==> src/rtl/gpr_file.sv <==
// gpr_file: 32x32 general-purpose register file with a writeback commit port,
// two combinational decode read ports and a per-register pending-write
// scoreboard for RAW hazard stalls. Register 0 reads 0, is never written and
// never tracked.
//
// Optional feature: define GPR_FILE_BYPASS_EN to forward the same-cycle
// writeback (byte-merged) onto rd1/rd2 and to clear busy early when the last
// outstanding write to a read register retires this cycle.
//
// Ports:
//   clk, resetn            clock, synchronous active-low reset
//   wb_data/wb_dst/wb_strobe  writeback triple; commit + retire when
//                          wb_strobe != 0 and wb_dst != 0
//   ra1/ra2 -> rd1/rd2     combinational read data
//   rd1_busy/rd2_busy      read register has a pending write outstanding
//   iss_valid/iss_dst      decode issues an instruction writing iss_dst
//   iss_ready              issue accepted this cycle (combinational)
//   sb_err                 sticky scoreboard underflow flag

// One architectural register plus its pending-write counter.
module gpr_slot #(
   parameter int CNT_W = 2
) (
   input  logic             clk,
   input  logic             resetn,
   input  logic [3:0]       wr_strobe,   // already qualified by the write target
   input  logic [31:0]      wb_data,
   input  logic             inc,
   input  logic             dec,
   output logic [31:0]      q,
   output logic [CNT_W-1:0] cnt,
   output logic             uflow
);
   // A retire against an empty counter is an underflow unless a same-cycle
   // issue to this register cancels it.
   assign uflow = dec && !inc && (cnt == '0);

   always_ff @(posedge clk) begin
      if (!resetn) begin
         q <= '0;
      end else begin
         for (int b = 0; b < 4; b++)
            if (wr_strobe[b]) q[8*b +: 8] <= wb_data[8*b +: 8];
      end
   end

   always_ff @(posedge clk) begin
      if (!resetn)                          cnt <= '0;
      else if (inc && !dec)                 cnt <= cnt + 1'b1;
      else if (dec && !inc && cnt != '0)    cnt <= cnt - 1'b1;
   end
endmodule

module gpr_file #(
   parameter int NREG  = 32,
   parameter int CNT_W = 2
) (
   input  logic                    clk,
   input  logic                    resetn,
   input  logic [31:0]             wb_data,
   input  logic [$clog2(NREG)-1:0] wb_dst,
   input  logic [3:0]              wb_strobe,
   input  logic [$clog2(NREG)-1:0] ra1,
   input  logic [$clog2(NREG)-1:0] ra2,
   output logic [31:0]             rd1,
   output logic [31:0]             rd2,
   output logic                    rd1_busy,
   output logic                    rd2_busy,
   input  logic                    iss_valid,
   input  logic [$clog2(NREG)-1:0] iss_dst,
   output logic                    iss_ready,
   output logic                    sb_err
);
   localparam int AW = $clog2(NREG);
   localparam logic [CNT_W-1:0] CNT_MAX = {CNT_W{1'b1}};

   logic [NREG-1:0][31:0]      regs;
   logic [NREG-1:0][CNT_W-1:0] cnt;
   logic [NREG-1:0]            inc, dec, uflow;
   logic                       retire, issue;

   assign retire = (wb_strobe != '0) && (wb_dst != '0);

   // A full counter still accepts an issue when the same register retires
   // this cycle: the count nets to unchanged.
   assign iss_ready = !(iss_valid && (iss_dst != '0) && (cnt[iss_dst] == CNT_MAX) &&
                        !(retire && (wb_dst == iss_dst)));
   assign issue     = iss_valid && iss_ready && (iss_dst != '0);

   // Slot 0 is hardwired zero and never tracked.
   assign regs[0]  = '0;
   assign cnt[0]   = '0;
   assign inc[0]   = 1'b0;
   assign dec[0]   = 1'b0;
   assign uflow[0] = 1'b0;

   for (genvar g = 1; g < NREG; g++) begin : g_slot
      assign inc[g] = issue  && (iss_dst == AW'(g));
      assign dec[g] = retire && (wb_dst  == AW'(g));
      gpr_slot #(.CNT_W(CNT_W)) u_slot (
         .clk       (clk),
         .resetn    (resetn),
         .wr_strobe (dec[g] ? wb_strobe : 4'b0000),
         .wb_data   (wb_data),
         .inc       (inc[g]),
         .dec       (dec[g]),
         .q         (regs[g]),
         .cnt       (cnt[g]),
         .uflow     (uflow[g])
      );
   end

   always_ff @(posedge clk) begin
      if (!resetn)     sb_err <= 1'b0;
      else if (|uflow) sb_err <= 1'b1;
   end

`ifdef GPR_FILE_BYPASS_EN
   function automatic logic [31:0] fwd(input logic [31:0] stored, input logic hit,
                                       input logic [3:0] st, input logic [31:0] d);
      logic [31:0] v;
      v = stored;
      if (hit)
         for (int b = 0; b < 4; b++)
            if (st[b]) v[8*b +: 8] = d[8*b +: 8];
      return v;
   endfunction

   // dec[] is already zero for register 0, so ra == 0 never forwards.
   assign rd1 = fwd(regs[ra1], dec[ra1], wb_strobe, wb_data);
   assign rd2 = fwd(regs[ra2], dec[ra2], wb_strobe, wb_data);

   // Busy drops early when the final outstanding write retires now.
   assign rd1_busy = (cnt[ra1] != '0) &&
                     !((cnt[ra1] == CNT_W'(1)) && dec[ra1] && !inc[ra1]);
   assign rd2_busy = (cnt[ra2] != '0) &&
                     !((cnt[ra2] == CNT_W'(1)) && dec[ra2] && !inc[ra2]);
`else
   assign rd1      = regs[ra1];
   assign rd2      = regs[ra2];
   assign rd1_busy = (cnt[ra1] != '0);
   assign rd2_busy = (cnt[ra2] != '0);
`endif
endmodule

==> config.mk <==
export PLATFORM = sky130hd
export DESIGN_NAME = gpr_file
export DESIGN_NICKNAME = d
export VERILOG_FILES = /design/src/rtl/gpr_file.sv
export SDC_FILE = /design/constraint.sdc
export NUM_CORES = 2
export LEC_CHECK = 0
export ABC_CLOCK_PERIOD_IN_PS = 8500
export CAP_MARGIN = 40
export CORE_UTILIZATION = 40
export CTS_CLUSTER_DIAMETER = 30
export DETAILED_ROUTE_END_ITERATION = 12
export PLACE_DENSITY = 0.65
export SLEW_MARGIN = 20
export SYNTH_ARGS = -nofsm -noshare
export SYNTH_HDL_FRONTEND = slang
export SYNTH_HIERARCHICAL = 1
export SYNTH_SLANG_ARGS = --single-unit
==> constraint.sdc <==
create_clock -name clk -period 8.5 [get_ports clk]
set_clock_uncertainty 0.15 [all_clocks]
set_input_delay 1.7 -clock clk [delete_from_list [all_inputs] [get_ports clk]]
set_output_delay 1.7 -clock clk [all_outputs]
set_load 0.005 [all_outputs]
==> reports/results.ini <==
[status]
status = finished clean

[floorplan]
core_um2 = 146000
ioPinCount = 127
dieArea_um2 = 149000
die_h_um = 386
start_util_pct = 40.4
num_rows = 140
dieWidth_um = 386

[synth]
yosysTopAreaCellShare_pct = 35.8
ys_types = 46
synthCells = 4976
synth_area_leaders = dfxtp_1 36%, mux4_2 23%, mux2i_1 17%, nor2b_1 11%, mux2_2 2.5%
synth.most_common_cell = nor2b_1
ys_warn_count = 6
synth_edf_count = 0
syn-cell-area_um2 = 59000
synthArstFlopShare_pct = 0
synth_common_cells = 1,064 x nor2b_1, 1,055 x dfxtp_1, 993 x mux2i_1, 597 x mux4_2, 223 x buf_2
ys_ff_latch = 1055
synth_flop_cell = dfxtp_1
yosysTopAreaCell = dfxtp_1
syn-num-nets = 5035
ys_seq_area_share_pct = 35.8
syn_avg_cell_area_um2 = 11.9

[detailed_routing]
drc_errors = 0
via_count = 41200
avgViaCountPerCell = 5.79
wire_per_inst_um = 25.2
drt_iter0_markers = 3882
wirelength_mm = 179
antenna_left = 0
first_pass_iters = 7

[sta]
relSlewSlack_pct = 30.0
setup_viol = 0
fin_tns_setup_ns = 0
worst_pin_slew_ns = 1.05
finalWorstSetupSlack_ns = 1.58
slew_viol_final = 0
fmax_mhz = 144
min_period_over_period_pct = 81.5
fin_crit_ns = 6.92
rsz0062_at_grt = no
hold_viol = 0

[critical_path]
cp_top_family = buffers and inverters
start_kind = input pin
crit_slowest_cell = buf_8
end_kind = output port
path_buf_inv = 3
crit_path_frequent_cell = mux2_2
cp_max_fo = 102
critPathMaxStageDelay_ns = 0.70
worstPathArrival_ns = 5.07
required_ns = 6.65
path_cells = buf_8, buf_12, mux2_2, a22o_1, mux4_2, mux2_2, clkdlybuf4s50_1
worstSetupPathType = input pin to output port

[power_and_ir_drop]
power_leakage_nw = 22.4
combPwrFrac_pct = 6.0
p_per_area_nw_per_um2 = 216
power_switching_mw = 3.51
worst_ir_drop_vdd_uv = 225
power.share.sequential_pct = 33.4
p_clk_share_pct = 60.6
p_int_mw = 11.5
swShare_pct = 23.3

[clocking]
htreeDepth = 4
numCtsBuffers = 217
cts_buffer_depth = 3
cts.sinks = 1055
cts_tree = yes
insertion_delay_ns = 0.81
postCtsResizedCells = 0
post_cts_buffers = 0
ctsHoldBuffers = 0
clk_pin_slew_ns = 0.05
cts_root_buf = clkbuf_16

[grt]
antenna_found_initial = 17
grt_pass1_wl_mm = 267
grt_overflow_total = 0
track_usage_pct = 23.8
grt_max_degree = 269
grt_pass1_vias = 40900

[placement]
place_inst = 6703
dp_hpwl_mm = 110
place_congestion = 0.855
numPortBuffers = 126
place_ws_ns = 1.64

[final_layout]
stdcell_count = 7116
finalNetCount = 5066
utilization_pct = 47.8
syn2layout_area_growth_pct = 18.3
drive_above_1_share_pct = 24.3

[run]
drv_cap = 0

[hold_path]
min-delay-path-class = flop to flop

==> power groups by stage <==
stage,clock (mW),combinational [mW],sequential [mW]
global placement,0,0.882,5.12
finish,9.13,0.902,5.02
detailed placement,0,0.896,5.12
CTS,9.23,0.898,5.02
global route,9.48,0.945,5.02
floorplan,0,0.565,5.11
==> stage by stage <==
stage                     cell area (µm²)  power, mW  hold WS [ns]
after CTS                           69700       15.2         0.381
final                               69800       15.1         0.379
after floorplan                     59000       5.67         0.344
after global routing                69800       15.4         0.395
after global placement              61500       6.00         0.358
after detailed placement            61800       6.01         0.372
==> state kept, by name, indices dropped and copies added, names as in the netlist <==
| register | count |
|---|---|
| g_slot.u_slot/q | 992 |
| g_slot.u_slot/cnt | 62 |
| sb_err | 1 |
==> final cells by class <==
type                            count  area [µm²]
Clock buffer                      260        5950
Inverter                            3        11.3
Multi-Input combinational cell   3496       35900
Sequential cell                  1055       21100
Tap cell                         1917        2400
Clock inverter                    145        1980
Timing Repair Buffer              234        2400
Fill cell                       13000       76100
Antenna cell                        6        15.0
==> layout by cell type (no fill, tap or decap), types with 60 or more instances in the layout <==
master,n
nor2b_1,1062
buf_4,80
a21oi_1,72
and2_1,82
mux2_2,132
and3_1,63
mux4_2,597
clkdlybuf4s50_1,109
nor3_1,60
clkbuf_16,224
mux2i_1,993
dfxtp_1,1055
nor2_1,104
a22o_1,65
==> logic make-up after synthesis <==
family / share of synthesized area (%)
and+or+nand+nor: 15.5
muxes: 42.2
xor gates and xnor gates: 0.0742
DFF: 35.8
AOI/OAI and AO/OA: 3.03
buffers and inverters: 3.41
==> worst paths after layout <==
check                                              start                 endpoint  slack (ns)  cells after the start
worst max-delay path                              ra2[1]                   rd2[6]        1.58                      7
worst max register to register  g_slot[14].u_slot/cnt[0]                   sb_err        4.61                     11
worst min-delay path             g_slot[26].u_slot/q[12]  g_slot[26].u_slot/q[12]        0.38                      2
worst min register to register   g_slot[26].u_slot/q[12]  g_slot[26].u_slot/q[12]        0.38                      2
==> tightest hold or removal path, cell delays in order (launching register included) <==
cell and delay, ns:
dfxtp_1 0.31, mux2i_1 0.12, nor2b_1 0.05
==> per-layer routing <==
layer  up-vias  global-route usage, %  wire length, µm
met5         -                      0               58
li1      18500                      -                -
met4        10                   8.99             5600
met2      1459                   37.2            83100
met1     20800                   32.3            78400
met3       367                   4.95            12300
No activity file was read; power rests on OpenSTA's default activity.
